<file path="config.mk">
export PLATFORM = sky130hd
export DESIGN_NAME = key_cmd_scheduler_flat
export DESIGN_NICKNAME = d
export VERILOG_FILES = /design/src/rtl/gobang_pkg.sv /design/src/rtl/key_cmd_scheduler_if.sv /design/src/rtl/cursor_axis.sv /design/src/rtl/key_cmd_scheduler.sv /design/src/flat_wrapper.sv
export SDC_FILE = /design/constraint.sdc
export NUM_CORES = 1
export LEC_CHECK = 0
export CAP_MARGIN = 10
export CORE_AREA = 4 4 57 59
export CTS_BUF_LIST = sky130_fd_sc_hd__clkbuf_4 sky130_fd_sc_hd__clkbuf_8
export CTS_CLUSTER_DIAMETER = 120
export DETAILED_ROUTE_END_ITERATION = 16
export DIE_AREA = 0 0 61 63
export GPL_TIMING_DRIVEN = 0
export MAX_ROUTING_LAYER = met4
export PLACE_DENSITY_LB_ADDON = 0.15
export SLEW_MARGIN = 20
export SYNTH_ARGS = -nofsm -noshare
export SYNTH_HDL_FRONTEND = slang
export SYNTH_SLANG_ARGS = --single-unit
export TNS_END_PERCENT = 10
</file>
<file path="constraint.sdc">
create_clock -name clk -period 3.09 [get_ports clk]
set_input_delay 0.4635 -clock clk [delete_from_list [all_inputs] [get_ports clk]]
set_output_delay 0.4635 -clock clk [all_outputs]
set_load 0.03 [all_outputs]
</file>
<file path="src/rtl/gobang_pkg.sv">
// rtl/gobang_pkg.sv - shared command codes, scheduler states and board defaults
package gobang_pkg;

  localparam int DEF_BOARD_SIZE = 15;

  localparam logic CMD_PLACE  = 1'b0;
  localparam logic CMD_SWITCH = 1'b1;

  typedef enum logic [1:0] {
    ST_IDLE  = 2'd0,
    ST_ISSUE = 2'd1,
    ST_GUARD = 2'd2,
    ST_WAIT  = 2'd3
  } sched_state_t;

endpackage

</file>
<file path="src/rtl/key_cmd_scheduler_if.sv">
// rtl/key_cmd_scheduler_if.sv - command handshake between scheduler (master) and engine (slave)
interface key_cmd_if #(
  parameter int COORD_W = 4
);
  logic               cmd_valid;
  logic               cmd_ready;
  logic               cmd_type;
  logic [COORD_W-1:0] cmd_row;
  logic [COORD_W-1:0] cmd_col;

  modport master (
    output cmd_valid, cmd_type, cmd_row, cmd_col,
    input  cmd_ready
  );

  modport slave (
    input  cmd_valid, cmd_type, cmd_row, cmd_col,
    output cmd_ready
  );
endinterface

</file>
<file path="src/rtl/cursor_axis.sv">
// rtl/cursor_axis.sv - one cursor coordinate; saturates at edges, wraps when CURSOR_WRAP_EN is defined
module cursor_axis #(
  parameter int BOARD_SIZE = 15,
  parameter int COORD_W    = 4
) (
  input  logic               clk,
  input  logic               rst,
  input  logic               inc,
  input  logic               dec,
  output logic [COORD_W-1:0] coord
);

  localparam logic [COORD_W-1:0] MAX_C = COORD_W'(BOARD_SIZE - 1);
  localparam logic [COORD_W-1:0] MID_C = COORD_W'(BOARD_SIZE / 2);

  // inc and dec are mutually exclusive: the arbiter upstream grants one move per cycle
  always_ff @(posedge clk) begin
    if (!rst) begin
      coord <= MID_C;
    end else if (inc) begin
      if (coord == MAX_C) begin
`ifdef CURSOR_WRAP_EN
        coord <= '0;
`else
        coord <= coord;
`endif
      end else begin
        coord <= coord + 1'b1;
      end
    end else if (dec) begin
      if (coord == '0) begin
`ifdef CURSOR_WRAP_EN
        coord <= MAX_C;
`else
        coord <= coord;
`endif
      end else begin
        coord <= coord - 1'b1;
      end
    end
  end

endmodule

</file>
<file path="src/rtl/key_cmd_scheduler.sv">
// rtl/key_cmd_scheduler.sv - key pulse arbiter, cursor and engine command FSM (edge wrap via CURSOR_WRAP_EN)
module key_cmd_scheduler
  import gobang_pkg::*;
#(
  parameter int BOARD_SIZE = DEF_BOARD_SIZE,
  parameter int COORD_W    = 4,
  parameter int DROP_W     = 8
) (
  input  logic               clk,
  input  logic               rst,
  input  logic               key_up,
  input  logic               key_down,
  input  logic               key_left,
  input  logic               key_right,
  input  logic               key_ok,
  input  logic               key_switch,
  input  logic               eng_busy,
  key_cmd_if.master          cmd,
  output logic [COORD_W-1:0] cursor_row,
  output logic [COORD_W-1:0] cursor_col,
  output logic [DROP_W-1:0]  drop_cnt
);

  sched_state_t state;

  logic cmd_req;
  logic req_type;
  logic mv_up, mv_down, mv_left, mv_right;
  logic accept_req;
  logic drop_evt;

  // Fixed priority: ok > switch > up > down > left > right
  always_comb begin
    cmd_req  = key_ok | key_switch;
    req_type = key_ok ? CMD_PLACE : CMD_SWITCH;
    mv_up    = !cmd_req && key_up;
    mv_down  = !cmd_req && !key_up && key_down;
    mv_left  = !cmd_req && !key_up && !key_down && key_left;
    mv_right = !cmd_req && !key_up && !key_down && !key_left && key_right;
  end

  assign accept_req = cmd_req && (state == ST_IDLE) && !eng_busy;
  assign drop_evt   = cmd_req && !accept_req;

  cursor_axis #(.BOARD_SIZE(BOARD_SIZE), .COORD_W(COORD_W)) u_row (
    .clk   (clk),
    .rst   (rst),
    .inc   (mv_down),
    .dec   (mv_up),
    .coord (cursor_row)
  );

  cursor_axis #(.BOARD_SIZE(BOARD_SIZE), .COORD_W(COORD_W)) u_col (
    .clk   (clk),
    .rst   (rst),
    .inc   (mv_right),
    .dec   (mv_left),
    .coord (cursor_col)
  );

  always_ff @(posedge clk) begin
    if (!rst) begin
      state         <= ST_IDLE;
      cmd.cmd_valid <= 1'b0;
      cmd.cmd_type  <= CMD_PLACE;
      cmd.cmd_row   <= '0;
      cmd.cmd_col   <= '0;
      drop_cnt      <= '0;
    end else begin
      if (drop_evt && (drop_cnt != '1)) begin
        drop_cnt <= drop_cnt + 1'b1;
      end
      case (state)
        ST_IDLE: begin
          if (accept_req) begin
            cmd.cmd_type  <= req_type;
            cmd.cmd_row   <= cursor_row;
            cmd.cmd_col   <= cursor_col;
            cmd.cmd_valid <= 1'b1;
            state         <= ST_ISSUE;
          end
        end
        ST_ISSUE: begin
          if (cmd.cmd_ready) begin
            cmd.cmd_valid <= 1'b0;
            state         <= ST_GUARD;
          end
        end
        // Gives the engine one cycle to raise eng_busy before it is sampled
        ST_GUARD: state <= ST_WAIT;
        ST_WAIT: begin
          if (!eng_busy) begin
            state <= ST_IDLE;
          end
        end
        default: state <= ST_IDLE;
      endcase
    end
  end

endmodule

</file>
<file path="src/flat_wrapper.sv">
// flat-port wrapper written by rule: the top's interface ports become plain ports
module key_cmd_scheduler_flat import gobang_pkg::*;
#(
  parameter int BOARD_SIZE = DEF_BOARD_SIZE,
  parameter int COORD_W    = 4,
  parameter int DROP_W     = 8
)
  (clk, rst, key_up, key_down, key_left, key_right, key_ok, key_switch, eng_busy, cursor_row, cursor_col, drop_cnt, cmd_cmd_valid, cmd_cmd_type, cmd_cmd_row, cmd_cmd_col, cmd_cmd_ready);
  key_cmd_if #(.COORD_W(COORD_W)) cmd_i ();
  input  logic clk;
  input  logic rst;
  input  logic key_up;
  input  logic key_down;
  input  logic key_left;
  input  logic key_right;
  input  logic key_ok;
  input  logic key_switch;
  input  logic eng_busy;
  output logic [COORD_W-1:0] cursor_row;
  output logic [COORD_W-1:0] cursor_col;
  output logic [DROP_W-1:0] drop_cnt;
  output wire logic [$bits(cmd_i.cmd_valid)-1:0] cmd_cmd_valid;
  output wire logic [$bits(cmd_i.cmd_type)-1:0] cmd_cmd_type;
  output wire logic [$bits(cmd_i.cmd_row)-1:0] cmd_cmd_row;
  output wire logic [$bits(cmd_i.cmd_col)-1:0] cmd_cmd_col;
  input wire logic [$bits(cmd_i.cmd_ready)-1:0] cmd_cmd_ready;
  assign cmd_cmd_valid = cmd_i.cmd_valid;
  assign cmd_cmd_type = cmd_i.cmd_type;
  assign cmd_cmd_row = cmd_i.cmd_row;
  assign cmd_cmd_col = cmd_i.cmd_col;
  assign cmd_i.cmd_ready = cmd_cmd_ready;
  key_cmd_scheduler #(.BOARD_SIZE(BOARD_SIZE), .COORD_W(COORD_W), .DROP_W(DROP_W)) u_core (.clk(clk), .rst(rst), .key_up(key_up), .key_down(key_down), .key_left(key_left), .key_right(key_right), .key_ok(key_ok), .key_switch(key_switch), .eng_busy(eng_busy), .cmd(cmd_i), .cursor_row(cursor_row), .cursor_col(cursor_col), .drop_cnt(drop_cnt));
endmodule
</file>
Yosys cells after proc, flatten, opt, wreduce, memory -nomap -nowiden
Cells that the tools add are included.

Flip-flop bits (word level): 28. Output and inout bits: 26.

Reduce and logical (&&, ||, !) cells: 28. Add/sub/neg operators: 5. Muxes and demuxes: 16. Bitwise logic cells: 1. Equal/unequal tests: 13.

Operators with widths (count): $mux 4 (8); $reduce_and 3->1 (4); $logic_and 1x1->1 (11); $add 4x1->4 const B (2); $add 8x1->8 const B (1); $eq 4x4->1 const B (2); $logic_not 4->1 (2); $ne 2x2->1 const B (4); $ne 8x8->1 const B (1); $pmux 2 s4 (1); $sub 4x1->4 const B (2); $logic_not 1->1 (6); $mux 2 (3); $ne 2x1->1 const B (3); $reduce_bool 2->1 (3); $eq 2x2->1 const B (2); $mux 1 (3); $eq 2x1->1 const B (1); $logic_not 2->1 (1); $pmux 1 s2 (1); $reduce_and 2->1 (1); $or 1x1->1 (1).

Longest topological paths before layout
Gate-level depths: netlist of the first run.

Word-level depth: 8. Depth in mapped cells: 10. Depth with buffers taken out: 9.

By module
A second synthesis of the first run with hierarchy kept.

Cells, all modules: 175. Area, all modules: 1519.0 µm².

Modules (own cells, without submodules): key_cmd_scheduler (sequential area each 400.4 µm², cells each 113, area an instance 960.9 µm², instances 1); cursor_axis (sequential area each 80.1 µm², cells each 31, area an instance 279.0 µm², instances 2).

Worst setup path after synthesis of the first run
Ideal clock, no wire load.

Path kind: input to register. From: input key_switch. To: register u_core.u_col.coord[3]. Stages: 8. Path slack: 963 ps. Data required time: 3020 ps. Path buffers: 0. Arrival: 2057 ps. Cells stage by stage: nor4_2 > nand3b_1 > ha_1 > a21o_1 > a21oi_1 > xor2_1 > or3_1 > a21oi_1.

Cells in the longest elaborated chain, start to end: 8.

Ends and longest elaborated chain: from (decl) (line flat_wrapper.sv:17) `input logic key_switch;`; $or 1x1->1 * (line key_cmd_scheduler.sv:34) `cmd_req = key_ok | key_switch;`; $logic_not 1->1 * (line key_cmd_scheduler.sv:38, key_cmd_scheduler.sv:39); $logic_and 1x1->1 * (2 in a row) (line key_cmd_scheduler.sv:38, key_cmd_scheduler.sv:39); $logic_and 1x1->1 (2 in a row) (line key_cmd_scheduler.sv:39) `mv_right = !cmd_req && !key_up && !key_down && !key_left && key_right;`; $ne 2x1->1 (no line), or another cell as far along; $reduce_and 3->1 (no line); to (signal assigned) (line cursor_axis.sv:28) `coord <= coord + 1'b1;`; to (signal assigned) (line cursor_axis.sv:35) `coord <= coord;`; to (signal assigned) (line cursor_axis.sv:38) `coord <= coord - 1'b1;`; to (decl) (line cursor_axis.sv:10) `output logic [COORD_W-1:0] coord`.

Every way passes the cells marked *; elsewhere a longest branch is shown, timed or not. A chain may end at the register's enable or synchronous reset.

Worst setup path in the final report of the first run
From: input key_ok. To: register u_core.u_row.coord[3].

Cells in the longest elaborated chain, start to end: 6.

Ends and longest elaborated chain: from (decl) (line flat_wrapper.sv:16) `input logic key_ok;`; $or 1x1->1 * (line key_cmd_scheduler.sv:34); $logic_not 1->1 * (line key_cmd_scheduler.sv:36, key_cmd_scheduler.sv:37); $logic_and 1x1->1 (2 in a row) (line key_cmd_scheduler.sv:37) `mv_down = !cmd_req && !key_up && key_down;`; $ne 2x1->1 (no line), or another cell as far along; $reduce_and 3->1 (no line); to (signal assigned) (line cursor_axis.sv:28); to (signal assigned) (line cursor_axis.sv:35); to (signal assigned) (line cursor_axis.sv:38); to (decl) (line cursor_axis.sv:10).

Marks and branches as above.

==> results of run 1 <==
-- power by group through the flow --
stage	Sequential [mW]	Combinational [mW]	Clock [mW]
2_1_floorplan	0.556	0.221	0
6_report	0.472	0.447	0.144
4_1_cts	0.472	0.452	0.148
3_5_place_dp	0.480	0.450	0
5_1_grt	0.482	0.491	0.169
3_3_place_gp	0.475	0.435	0
-- cell families after synthesis --
| family | count (synthesis) | share of synthesized area |
|---|---|---|
| AOI/OAI and AO/OA | 31 | 0.144 |
| xor gates and xnor gates | 7 | 0.0421 |
| adders and majority gates | 12 | 0.114 |
| DFF | 28 | 0.385 |
| buffers and inverters | 11 | 0.0370 |
| muxes | 13 | 0.0894 |
| and+or+nand+nor | 56 | 0.188 |
-- worst reg2reg max path, cell delays in order, from the launching register on --
cell,delay [ns]
dfxtp_1,0.51
ha_1,0.29
a21o_1,0.17
a21oi_1,0.18
xor2_1,0.09
or3_1,0.31
a21oi_1,0.13
-- registers in the layout, indices dropped and copies added (netlist names) --
| signal | count |
|---|---|
| u_core.u_row.coord | 4 |
| u_core.drop_cnt | 8 |
| u_core.u_col.coord | 4 |
| u_core.cmd.cmd_col | 4 |
| u_core.cmd.cmd_row | 4 |
| u_core.state | 2 |
| u_core.cmd.cmd_valid | 1 |
| u_core.cmd.cmd_type | 1 |
-- cells in the mapped netlist (all sizes together) --
library cell  instances
mux2i                13
o211ai                4
nor4b                 1
nand3b                2
o21bai                1
nand2                13
buf                   2
o41ai                 1
or3                   4
nand2b                2
nand4                 1
nand3                 4
a211oi                3
a21o                  2
fa                    2
o22ai                 1
ha                   10
dfxtp                28
or2                   1
clkbuf                3
o2111ai               1
nor2                 20
xor2                  4
a21oi                10
a31oi                 1
xnor2                 3
inv                   6
nand4b                1
nor3                  4
nor4                  2
and2b                 1
o21ai                 7
-- metal layers --
layer	wire length (um)	global-route usage	share of wire
met2	1430	0.277	0.47
met5	0	-	0
met1	1420	0.241	0.47
met3	158	0.0310	0.052
met4	21	0.0569	0.0069
-- per-stage QoR --
stage | setup WS (ns) | instances | area [um^2] | hold WS (ns)
2_1_floorplan | 0.963 | 158 | 1460 | 0.518
3_3_place_gp | 0.358 | 223 | 1830 | 0.450
3_5_place_dp | 0.245 | 223 | 1830 | 0.464
4_1_cts | 0.582 | 226 | 1860 | 0.481
5_1_grt | 0.440 | 226 | 1860 | 0.496
6_report | 0.619 | 226 | 1860 | 0.479
-- layout make-up --
cell class	instances	share of cell area
Buffer	5	0.0168
Clock buffer	3	0.0121
Inverter	6	0.0121
Multi-Input combinational cell	119	0.453
Sequential cell	28	0.302
Tap cell	31	0.0209
Timing Repair Buffer	34	0.183
-- worst paths after layout --
check,slack [ns],end,from
min,0.48,u_core.cmd.cmd_valid,u_core.cmd.cmd_valid
max reg2reg,1.36,u_core.u_col.coord[3],u_core.u_col.coord[1]
min reg2reg,0.48,u_core.cmd.cmd_valid,u_core.cmd.cmd_valid
max,0.62,u_core.u_row.coord[3],key_ok
==> flow_summary.json, run 1 <==
{
  "status": "completed",
  "max_cap_viol_count": 0,
  "switchingPower_mw": 0.406,
  "fin_tns_setup_ns": 0,
  "critPathKind": "input port to register",
  "worstPathArrival_ns": 2.73,
  "p_seq_frac": 0.444,
  "switching_share": 0.382,
  "multi_input_area_um2": 841,
  "finalWirelength_um": 3030,
  "reg2reg_depth": 6,
  "htreeDepth": 1,
  "slowest_delay_ns": 0.48,
  "hpwl_um": 2350,
  "synth_area_per_cell_um2": 9.21,
  "dieArea_um2": 3840,
  "crit_fanout": 7,
  "core_um2": 2710,
  "postCtsSetupBuffers": 0,
  "cp_common_cell": "a21oi_1",
  "synth_nets": 180,
  "ys_warn_count": 0,
  "synth_cell_types": 37,
  "gp_congestion": 0.820,
  "drc": 0,
  "ir_worst_vdd_v": 0.000402,
  "slowest_stage": "clkdlybuf4s50_1",
  "max_freq_ghz": 0.405,
  "slew_headroom": 0.693,
  "cts-root-buf": "clkbuf_4",
  "drt-pass1-iter-count": 4,
  "p_total_mw": 1.06,
  "required_ns": 3.35,
  "endpoint_kind": "register",
  "fin_worst_skew_ns": 0.00415,
  "overflow": 0,
  "clock_power_share": 0.136,
  "via_per_inst": 5.56,
  "post_drt_wl_per_cell_um": 13.4,
  "yosysTopAreaCellShare": 0.385,
  "post-route-period-util": 0.800,
  "numCtsBuffers": 3,
  "internal-power_mw": 0.657,
  "cp-start-kind": "input port",
  "die_h_um": 63,
  "ctsResizeCount": 0,
  "ant_nets": 0,
  "finalMaxSlewViolations": 0,
  "synthesis.area_um2": 1460,
  "synthCells": 158,
  "yosys-top-cells-area": "dfxtp_1 39%, mux2i_1 8.9%, ha_1 8.6%",
  "clk-insertion-delay-late_ns": 0.31,
  "clock_path_buffers": 2,
  "ios": 36,
  "crit_cells": 11,
  "die_w_um": 61,
  "leakagePower_nw": 0.705,
  "finalCriticalPeriod_ns": 2.47,
  "syn2layout_area_growth_pct": 27.6,
  "holdCritPathClass": "register to register",
  "seq_area_um2": 561,
  "drt_iter0_markers": 36,
  "hold_viol_final": 0,
  "grt_max_degree": 15,
  "rsz0062_at_grt": "false",
  "ys_seq_area_frac": 0.385,
  "hold_depth": 2,
  "path_delay_family": "buffers and inverters",
  "grt.total_usage": 0.181,
  "fillers": 233,
  "clk_pin_slew_ns": 0.14,
  "synth_top_area_cell": "dfxtp_1",
  "cts_tree": "done",
  "path_buf_inv": 2,
  "antenna_found_initial": 0,
  "fin_nets": 219,
  "post-route-util": 0.685,
  "start_util": 0.537,
  "p_comb_frac": 0.420,
  "route.vias.total": 1256,
  "worst_pin_slew_ns": 0.455,
  "cts.sinks": 28,
  "grt_pass1_vias": 1196,
  "path_cells": "clkdlybuf4s50_1 > or2_2 > buf_2 > nor2_1 > nand2_1 > ha_1 > a21o_1 > a21oi_1 > nor3_1 > a21oi_1 > mux2i_1",
  "insertedDiodeCount": 0,
  "portBuffers": 34,
  "pwr_density_cell_nw_per_um2": 572,
  "grt_pass1_wl_um": 5400,
  "setup_violations": 0,
  "drive_gt1_frac": 0.0615,
  "layout_commonest_cell": "clkdlybuf4s50_1",
  "floorplan.rows": 19,
  "postCtsHoldBufs": 0,
  "layout_common_cells": "34 x clkdlybuf4s50_1, 28 x dfxtp_1, 20 x nor2_1",
  "ys_seq_elements": 28
}
No activity file was read; power rests on OpenSTA's default activity.
==> inputs of run 2 (changes only) <==
--- a/config.mk
+++ b/config.mk
@@ -6,11 +6,11 @@
 export NUM_CORES = 1
 export LEC_CHECK = 0
 export CAP_MARGIN = 10
-export CORE_AREA = 4 4 57 59
+export CORE_AREA = 4 4 62 64
 export CTS_BUF_LIST = sky130_fd_sc_hd__clkbuf_4 sky130_fd_sc_hd__clkbuf_8
 export CTS_CLUSTER_DIAMETER = 120
 export DETAILED_ROUTE_END_ITERATION = 16
-export DIE_AREA = 0 0 61 63
+export DIE_AREA = 0 0 66 68
 export GPL_TIMING_DRIVEN = 0
 export MAX_ROUTING_LAYER = met4
 export PLACE_DENSITY_LB_ADDON = 0.15
==> constraint.sdc (replaced) <==
create_clock -name clk -period 2.1 [get_ports clk]
set_input_delay 0.315 -clock clk [delete_from_list [all_inputs] [get_ports clk]]
set_output_delay 0.315 -clock clk [all_outputs]
set_load 0.03 [all_outputs]
==> flow_summary.json, run 2 (synthesis results as in run 1) <==
{
  "hpwl_um": 2320,
  "overflow": 0,
  "rrSetupSlack_ns": 0.39,
  "grtUsageMet3": 0.0213,
  "core_um2": 3280,
  "grt_pass1_vias": 1164,
  "worst_pin_slew_ns": 0.455,
  "status": "completed",
  "pwr_density_cell_nw_per_um2": 877,
  "path_delay_family": "simple AND/OR/NAND/NOR gates",
  "leakagePower_nw": 0.747,
  "fillers": 305,
  "postCtsHoldBufs": 0,
  "ant_nets": 0,
  "hold_end": "u_core.u_row.coord[0]",
  "syn2layout_area_growth_pct": 33.3,
  "busiest_layer": "met2",
  "multi_input_area_um2": 862,
  "hold_depth": 2,
  "drive_gt1_frac": 0.0914,
  "worstPathArrival_ns": 2.26,
  "fin_worst_skew_ns": 0.00362,
  "via_per_inst": 5.10,
  "layout_commonest_cell": "clkdlybuf4s50_1",
  "max_cap_viol_count": 0,
  "cts_tree": "done",
  "grt_pass1_wl_um": 5000,
  "path_buf_inv": 2,
  "insertedDiodeCount": 0,
  "portBuffers": 34,
  "slowest_stage": "or2_2",
  "seq_area_um2": 561,
  "path_cells": "dlygate4sd2_1 > or2_2 > buf_4 > nor2_2 > nand2_2 > ha_1 > a21o_1 > a21oi_2 > nor3_1 > a21oi_1 > mux2i_1",
  "layout_common_cells": "30 x clkdlybuf4s50_1, 28 x dfxtp_1, 19 x nor2_1",
  "drc": 0,
  "numCtsBuffers": 3,
  "rsz0062_at_grt": "false",
  "finalWirelength_um": 2990,
  "critPathKind": "input port to register",
  "grt_max_degree": 17,
  "cts.sinks": 28,
  "antenna_found_initial": 0,
  "crit_fanout": 7,
  "finalCriticalPeriod_ns": 1.99,
  "endpoint_kind": "register",
  "cp-startpoint": "key_switch",
  "post-route-period-util": 0.949,
  "dieArea_um2": 4490,
  "finalMaxSlewViolations": 0,
  "hold_viol_final": 0,
  "use_met2": 0.258,
  "clk-insertion-delay-late_ns": 0.32,
  "post_drt_wl_per_cell_um": 12.3,
  "setup_violations": 0,
  "drt_iter0_markers": 43,
  "slowest_delay_ns": 0.31,
  "die_w_um": 66,
  "clock_path_buffers": 2,
  "route.vias.total": 1239,
  "gp_congestion": 0.781,
  "regMostFlops": "u_core.drop_cnt",
  "slew_headroom": 0.693,
  "htreeDepth": 1,
  "required_ns": 2.37,
  "start_util": 0.443,
  "max_freq_ghz": 0.502,
  "fin_tns_setup_ns": 0,
  "ir_worst_vdd_v": 0.000492,
  "floorplan.rows": 21,
  "grt.total_usage": 0.146,
  "die_h_um": 68,
  "cts-root-buf": "clkbuf_4",
  "largest_reg_flops": 8,
  "fin_nets": 220,
  "clk_pin_slew_ns": 0.15,
  "r2r_start": "u_core.u_col.coord[1]",
  "holdCritPathClass": "input port to register",
  "rr_endpoint": "u_core.u_col.coord[3]",
  "drt-pass1-iter-count": 2,
  "met1_usage": 0.172,
  "hold_ws_ns": 0.299,
  "reg2reg_depth": 6,
  "cp-start-kind": "input port",
  "worstHoldStart": "rst",
  "ios": 36
}
run 2: cell types whose count changed in the layout (fill, tap and decap cells not counted), moves of 2 or more:
cell,before,now
buf_4,0,2
clkdlybuf4s50_1,34,30
a21oi_1,9,7
dlygate4sd2_1,0,2
dlymetal6s2s_1,0,2
a21oi_2,1,3
run 2: area by class of cell:
class / count / area share
multi-input cells: 119 / 0.445
flip-flops and latches: 28 / 0.289
repair buffers: 35 / 0.181
well taps: 46 / 0.0297
plain buffers: 5 / 0.0174
clock inverters: 1 / 0.0155
clock buffers: 3 / 0.0116
inverters: 6 / 0.0116
run 2: layer usage:
layer / vias to the layer above / wire length [um] / share of wire
met5: - / 0 / 0
met4: 0 / 31 / 0.010
met3: 4 / 96 / 0.032
met2: 21 / 1450 / 0.49
met1: 577 / 1400 / 0.47
li1: 637 / - / -
run 2: how the worst max path moves through the flow:
stage,depth (start not counted),end
finish,11,u_core.u_row.coord[3]
global route,11,u_core.u_row.coord[3]
CTS,9,u_core.u_col.coord[3]
detailed placement,9,u_core.u_col.coord[3]
global placement,9,u_core.u_col.coord[3]
floorplan,8,u_core.u_col.coord[3]
run 2: per-stage QoR:
stage	worst slack [ns]	total power [mW]	area (um^2)	util	instances
final	0.107	1.70	1940	0.590	243
after detailed placement	-0.548	1.36	1850	0.564	238
after global routing	0.0198	1.81	1940	0.590	243
after global placement	-0.502	1.34	1850	0.564	238
after floorplan	0.122	1.14	1460	-	158
after CTS	0.00274	1.72	1920	0.584	243
run 2: what timing repair did:
action                                  CTS  global route
resized for setup                         4             7
gates cloned                              0             0
buffers inserted                          1             0
pin swaps                                 2             1
endpoints found under the setup margin    2             2
run 2: where the power goes:
| part | leakage, nW | switching, mW | internal [mW] |
|---|---|---|---|
| clock | 0.0279 | 0.159 | 0.193 |
| combinational | 0.490 | 0.374 | 0.284 |
| sequential | 0.229 | 0.0759 | 0.615 |
